==> config.mk <==
export PLATFORM = sky130hd
export DESIGN_NAME = fir_trace_recorder
export DESIGN_NICKNAME = d
export VERILOG_FILES = /design/src/rtl/fir_trace_recorder.sv
export SDC_FILE = /design/constraint.sdc
export NUM_CORES = 1
export LEC_CHECK = 0
export CAP_MARGIN = 20
export CORE_UTILIZATION = 55
export DETAILED_ROUTE_END_ITERATION = 8
export HOLD_SLACK_MARGIN = 0.03
export PLACE_DENSITY = 0.85
export REMOVE_ABC_BUFFERS = 1
export SLEW_MARGIN = 40
export SYNTH_ARGS = -nofsm -noshare
export SYNTH_HDL_FRONTEND = slang
export SYNTH_SLANG_ARGS = --single-unit
==> constraint.sdc <==
create_clock -name clk -period 4.9 [get_ports clk]
set_input_delay 1.225 -clock clk [delete_from_list [all_inputs] [get_ports clk]]
set_output_delay 1.225 -clock clk [all_outputs]
set_load 0.005 [all_outputs]
==> src/rtl/fir_trace_recorder.sv <==
// fir_trace_recorder
// Builds one trace record per completed fir window: {x4..x0, dataout}, with
// x4 the newest sample. The window travels through a FIR_LAT-deep delay line
// so it meets the matching dataout, then lands in a show-ahead FIFO drained
// over a valid/ready port.
// Optional feature macro: FIR_TRACE_SEQ_EN prepends a 16-bit record sequence
// number (rec_data[65:50]); dropped records still consume a number.
module fir_trace_recorder #(
  parameter int FIR_LAT = 2,
  parameter int DEPTH   = 8,
  localparam int CW     = $clog2(DEPTH) + 1,
`ifdef FIR_TRACE_SEQ_EN
  localparam int REC_W  = 66
`else
  localparam int REC_W  = 50
`endif
) (
  input  logic             clk,
  input  logic             rst,
  input  logic [7:0]       x,
  input  logic             x_valid,
  input  logic [9:0]       dataout,
  output logic [REC_W-1:0] rec_data,
  output logic             rec_valid,
  input  logic             rec_ready,
  output logic [CW-1:0]    rec_count,
  output logic             overflow
);

  localparam int DATA_W = 8;
  localparam int TAPS   = 5;
  localparam int WIN_W  = TAPS * DATA_W;
  localparam int AW     = CW - 1;

  // Sample window and warm-up fill counter
  logic [WIN_W-1:0] win_q, win_d;
  logic [2:0]       fill_q, fill_d;

  // Alignment delay line: tag bit plus the window it belongs to
  logic             dl_vld_q [FIR_LAT];
  logic             dl_vld_d [FIR_LAT];
  logic [WIN_W-1:0] dl_win_q [FIR_LAT];
  logic [WIN_W-1:0] dl_win_d [FIR_LAT];

  // FIFO storage, pointers carry one extra wrap bit for full/empty
  logic [REC_W-1:0] mem_q [DEPTH];
  logic [CW-1:0]    wr_ptr_q, wr_ptr_d;
  logic [CW-1:0]    rd_ptr_q, rd_ptr_d;
  logic             ovf_q, ovf_d;

  logic             push;
  logic             pop;
  logic             full;
  logic             empty;
  logic             wr_en;
  logic [REC_W-1:0] rec_new;

`ifdef FIR_TRACE_SEQ_EN
  logic [15:0]      seq_q, seq_d;
`endif

  // Shift the newest sample into x4 and count accepted samples up to five
  always_comb begin
    win_d  = win_q;
    fill_d = fill_q;
    if (x_valid) begin
      win_d = {x, win_q[WIN_W-1:DATA_W]};
      if (fill_q != 3'd5) begin
        fill_d = fill_q + 3'd1;
      end
    end
  end

  // Load stage 0 with the post-edge window, tagged when this edge completes it;
  // the line advances every cycle so gaps keep their alignment
  always_comb begin
    dl_vld_d[0] = x_valid && (fill_q >= 3'd4);
    dl_win_d[0] = win_d;
    for (int k = 1; k < FIR_LAT; k++) begin
      dl_vld_d[k] = dl_vld_q[k-1];
      dl_win_d[k] = dl_win_q[k-1];
    end
  end

  // ---- delay line exit: record assembly and FIFO control ----
  assign push      = dl_vld_q[FIR_LAT-1];
  assign empty     = (wr_ptr_q == rd_ptr_q);
  assign rec_count = wr_ptr_q - rd_ptr_q;
  assign full      = (rec_count == CW'(DEPTH));
  assign pop       = !empty && rec_ready;
  // A pop frees the head slot at the same edge, so a full FIFO still accepts
  assign wr_en     = push && (!full || pop);

`ifdef FIR_TRACE_SEQ_EN
  assign rec_new = {seq_q, dl_win_q[FIR_LAT-1], dataout};
`else
  assign rec_new = {dl_win_q[FIR_LAT-1], dataout};
`endif

  // Pointer advance and sticky drop flag
  always_comb begin
    wr_ptr_d = wr_ptr_q;
    rd_ptr_d = rd_ptr_q;
    ovf_d    = ovf_q;
    if (wr_en) begin
      wr_ptr_d = wr_ptr_q + CW'(1);
    end
    if (pop) begin
      rd_ptr_d = rd_ptr_q + CW'(1);
    end
    if (push && full && !pop) begin
      ovf_d = 1'b1;
    end
  end

`ifdef FIR_TRACE_SEQ_EN
  // Every record leaving the delay line takes a number, kept or dropped
  always_comb begin
    seq_d = seq_q;
    if (push) begin
      seq_d = seq_q + 16'd1;
    end
  end
`endif

  // State registers; reset clears everything including in-flight records
  always_ff @(posedge clk) begin
    if (rst) begin
      win_q    <= '0;
      fill_q   <= '0;
      wr_ptr_q <= '0;
      rd_ptr_q <= '0;
      ovf_q    <= 1'b0;
      for (int k = 0; k < FIR_LAT; k++) begin
        dl_vld_q[k] <= 1'b0;
        dl_win_q[k] <= '0;
      end
    end else begin
      win_q    <= win_d;
      fill_q   <= fill_d;
      wr_ptr_q <= wr_ptr_d;
      rd_ptr_q <= rd_ptr_d;
      ovf_q    <= ovf_d;
      for (int k = 0; k < FIR_LAT; k++) begin
        dl_vld_q[k] <= dl_vld_d[k];
        dl_win_q[k] <= dl_win_d[k];
      end
    end
  end

`ifdef FIR_TRACE_SEQ_EN
  // Sequence counter register
  always_ff @(posedge clk) begin
    if (rst) begin
      seq_q <= '0;
    end else begin
      seq_q <= seq_d;
    end
  end
`endif

  // FIFO storage; cleared on reset so the head reads zero afterwards
  always_ff @(posedge clk) begin
    if (rst) begin
      for (int i = 0; i < DEPTH; i++) begin
        mem_q[i] <= '0;
      end
    end else if (wr_en) begin
      mem_q[wr_ptr_q[AW-1:0]] <= rec_new;
    end
  end

  // ---- show-ahead output ----
  assign rec_data  = mem_q[rd_ptr_q[AW-1:0]];
  assign rec_valid = !empty;
  assign overflow  = ovf_q;

endmodule

==> impl_summary.txt <==
----------------------------------------------------
[Run status]
  Result of the run ... completed

[GRT]
  First-pass GRT wire length ... 68,600 µm
  Initial antenna violation count ... 0
  GR Util All Layers ... 0.234
  Via count of the first global-routing pass ... 12.1k
  Busiest metal layer after global routing ... met2
  Overflow after GRT ... 0
  Met3 demand-to-capacity share in global routing ... 0.0304
  GR met2 Demand/Resource ... 0.418
  Pin count of the biggest net entering global routing ... 72
  GRT met1 Usage ... 0.298

[Timing]
  Worst slew slack as a fraction of its limit ... 0.441
  Worst setup margin ... 0.706 ns
  Hold WS ... 0.437 ns
  Achievable Freq ... 0.238 GHz
  Count of endpoints failing hold in the final timing report ... 0
  Period minus WS final ... 4.19 ns
  Final cycle utilization of the critical path ... 0.856
  Final Skew ... 0.0134 ns
  Transition time of the tightest slew-check pin ... 0.839 ns
  Total count of max-transition violations in the final report ... 0
  Setup repair after global routing missed its margin ... no
  Setup violations, final ... 0

[Place]
  Gpl congestion ... 0.728
  Pre-CTS setup slack ... 0.719 ns
  Quantity of I/O buffers inserted on ports ... 77
  Detail Placement HPWL ... 23,900 µm

[Critical path]
  Worst reg-to-reg path cell count ... 10
  Crit end category ... primary output
  Reg-to-reg critical path endpoint ... mem_q[0][19]
  Arr. time, crit path ... 2.97 ns
  Critical path endpoint ... rec_data[25]
  Setup slack of the worst register-to-register path ... 0.74 ns
  Launch instance of the worst register-to-register path ... wr_ptr_q[0]
  Required time worst endpoint ... 3.67 ns
  Startpoint type of the worst setup path ... flip-flop
  Critical-path maximum fanout ... 35
  Startpoint-to-endpoint class of the critical path ... reg2out

[Layout]
  Area delta synth->final ... 13.8%
  Sequential cell area in the final layout ... 14,000 µm²
  Multi-input logic area ... 7070 µm²
  Nets ... 1,439
  Count of inserted antenna diode cells ... 0
  Number of filler instances in the final layout ... 2,610
  Fraction of layout cells with a size suffix above 1 ... 0.377

[Drt]
  Total iterations of the first detailed-routing run ... 5
  Iteration-0 DRC count of the detailed router ... 867
  Vias per Instance ... 5.71
  Total via count in the routed design ... 11.2k
  Routed WL ... 44,200 µm
  DRC Markers ... 0
  Routed wire per std cell ... 22.6 µm
  Antenna Nets Post-Route ... 0

[Power and ir drop]
  Internal ... 0.00681 W
  Portion of total power attributed to combinational logic ... 0.035
  Worst voltage drop across the vdd grid ... 0.334 mV
  Part of the total power dissipated in sequential elements ... 0.554
  Power density normalized to cell area ... 351 nW/µm²
  Overall Power ... 0.00853 W
  Switching share of power ... 0.201
  Leakage Power ... 8.87 nW
  Power share of the clock group ... 0.412
  Net switching power ... 0.00171 W

[Die]
  Number of placed I/O pins ... 78
  Die boundary width ... 199 µm
  Die area ... 39,600 µm²
  Chip Height ... 199 µm
  Starting density of the core ... 0.563
  Core outline area ... 37,900 µm²
  Placement Rows ... 71

[Clock tree]
  Setup Buffers After CTS ... 0
  Num CTS Buffers ... 48
  Total of cells resized after clock tree synthesis ... 0
  Clock tree from TritonCTS ... done
  H-tree levels ... 2
  Clock edge transition at the registers on the reported setup and hold paths ... 0.06 ns
  # hold bufs at CTS ... 0
  Clock sink count ... 497
  Buffer cell driving the clock tree root ... clkbuf_16
  Insertion delay of the later-clocked pin in the worst-skew pair ... 0.57 ns
  Clock tree buffer depth ... 3

[Logic synthesis]
  Count of flip-flops with a built-in enable after synthesis ... 400
  Ys flop type ... edfxtp_1
  Post-synth cell types ... 34
  Post-synthesis instance total ... 1,340
  Largest cells by area after synthesis ... edfxtp_1, mux4_2, and2_2
  Per-instance average area after synthesis ... 15.9 µm²
  FFs w/ async S/R, synth ... 0
  Synthesized flop and latch total ... 497
  Sequential-to-total area share from yosys stat ... 0.653
  Netlist Area Pre-Place ... 21,400 µm²
  Cell taking the most area after synthesis ... edfxtp_1
  Fraction of synthesized cell area taken by the top area cell type ... 0.562
  Number of synthesis warnings ... 0

[Min path]
  Type of the tightest min-delay check ... reg2reg

[Flow run]
  Maximum Capacitance Violations ... 0

----------------------------------------------------
how the worst min path moves through the flow:
stage                     cells past startpoint        endpoint      startpoint  slack, ns
after detailed placement                      1  dl_vld_q[0][1]  dl_vld_q[0][0]       0.43
after global routing                          1  dl_vld_q[0][1]  dl_vld_q[0][0]       0.46
after floorplan                               1  dl_vld_q[0][1]  dl_vld_q[0][0]       0.41
after CTS                                     1  dl_vld_q[0][1]  dl_vld_q[0][0]       0.44
after global placement                        1  dl_vld_q[0][1]  dl_vld_q[0][0]       0.43
final                                         1  dl_vld_q[0][1]  dl_vld_q[0][0]       0.44
cells in the final DEF (no fill, tap or decap), types with 6 or more instances in the layout:
cell             instances
edfxtp_1               400
and2_2                 280
and2_1                 120
mux4_2                 100
dfxtp_1                 94
clkdlybuf4s50_1         75
nor2_1                  55
mux2_2                  50
clkbuf_16               49
mux2i_1                 41
nor2b_1                 41
clkbuf_1                23
buf_4                   18
buf_12                  10
inv_1                    9
or2_2                    7
ha_1                     7
clkbuf_8                 7
a21oi_1                  6
cell type report:
type | instances | share of cell area
clock buffer | 79 | 0.0580
multi-input combinational | 748 | 0.291
clock inverter | 9 | 0.00314
tap | 511 | 0.0263
timing repair buffer | 105 | 0.0454
inverter | 9 | 0.00139
sequential | 497 | 0.575
power by group through the flow:
stage	Clock (W)	Sequential, W	Combinational [W]
after floorplan	0	0.00479	0.000142
after global placement	0	0.00480	0.000291
after detailed placement	0	0.00481	0.000296
after CTS	0.00355	0.00472	0.000298
after global routing	0.00371	0.00473	0.000316
final	0.00351	0.00472	0.000295
registers in the layout (all words and copies together), names as in the netlist, named ones only:
signal    cells
dl_win_q     41
wr_ptr_q      4
dl_vld_q      2
overflow      1
fill_q        3
mem_q       400
win_q        39
rd_ptr_q      4
cell usage after synthesis (3+ instances only):
| cell type | instances |
|---|---|
| or2_2 | 7 |
| nand2_1 | 4 |
| or3_1 | 4 |
| edfxtp_1 | 400 |
| inv_1 | 9 |
| a21oi_1 | 6 |
| nor3_4 | 3 |
| nor3_1 | 6 |
| mux2i_1 | 41 |
| buf_1 | 15 |
| xnor2_1 | 5 |
| mux2_2 | 50 |
| nor2_1 | 55 |
| nor2b_1 | 41 |
| and2_2 | 280 |
| dfxtp_1 | 97 |
| ha_1 | 7 |
| mux4_2 | 100 |
| clkbuf_1 | 70 |
| and2_1 | 120 |
through the flow:
step | utilization | TNS, ns | cells | area, µm²
6_report | 0.640 | 0 | 1958 | 24300
5_1_grt | 0.640 | 0 | 1958 | 24300
4_1_cts | 0.640 | 0 | 1957 | 24300
3_5_place_dp | 0.601 | 0 | 1869 | 22800
3_3_place_gp | 0.601 | 0 | 1869 | 22800
2_1_floorplan | - | -100.08 | 1254 | 21000
per-layer routing:
metal	part of all wire	routed length (µm)
met5	0	0
met1	0.40	17500
met2	0.52	23100
met4	0.025	1080
met3	0.057	2530
worst max-delay path, cell delays in order (launching register included):
cell and delay [ns]:
dfxtp_4 0.74, buf_4 0.49, mux4_2 0.37, mux2_2 0.31, clkdlybuf4s50_1 0.47
cells by family after synthesis:
family | after synthesis | synth area share
adder cells (fa/ha/maj) | 8 | 0.00504
AO/OA/AOI/OAI | 14 | 0.00498
buffers and inverters | 95 | 0.0172
XOR/XNOR | 7 | 0.00287
flip-flops | 497 | 0.653
AND/OR/NAND/NOR | 528 | 0.166
multiplexers | 191 | 0.151
Power figures use the tool's default switching activity.
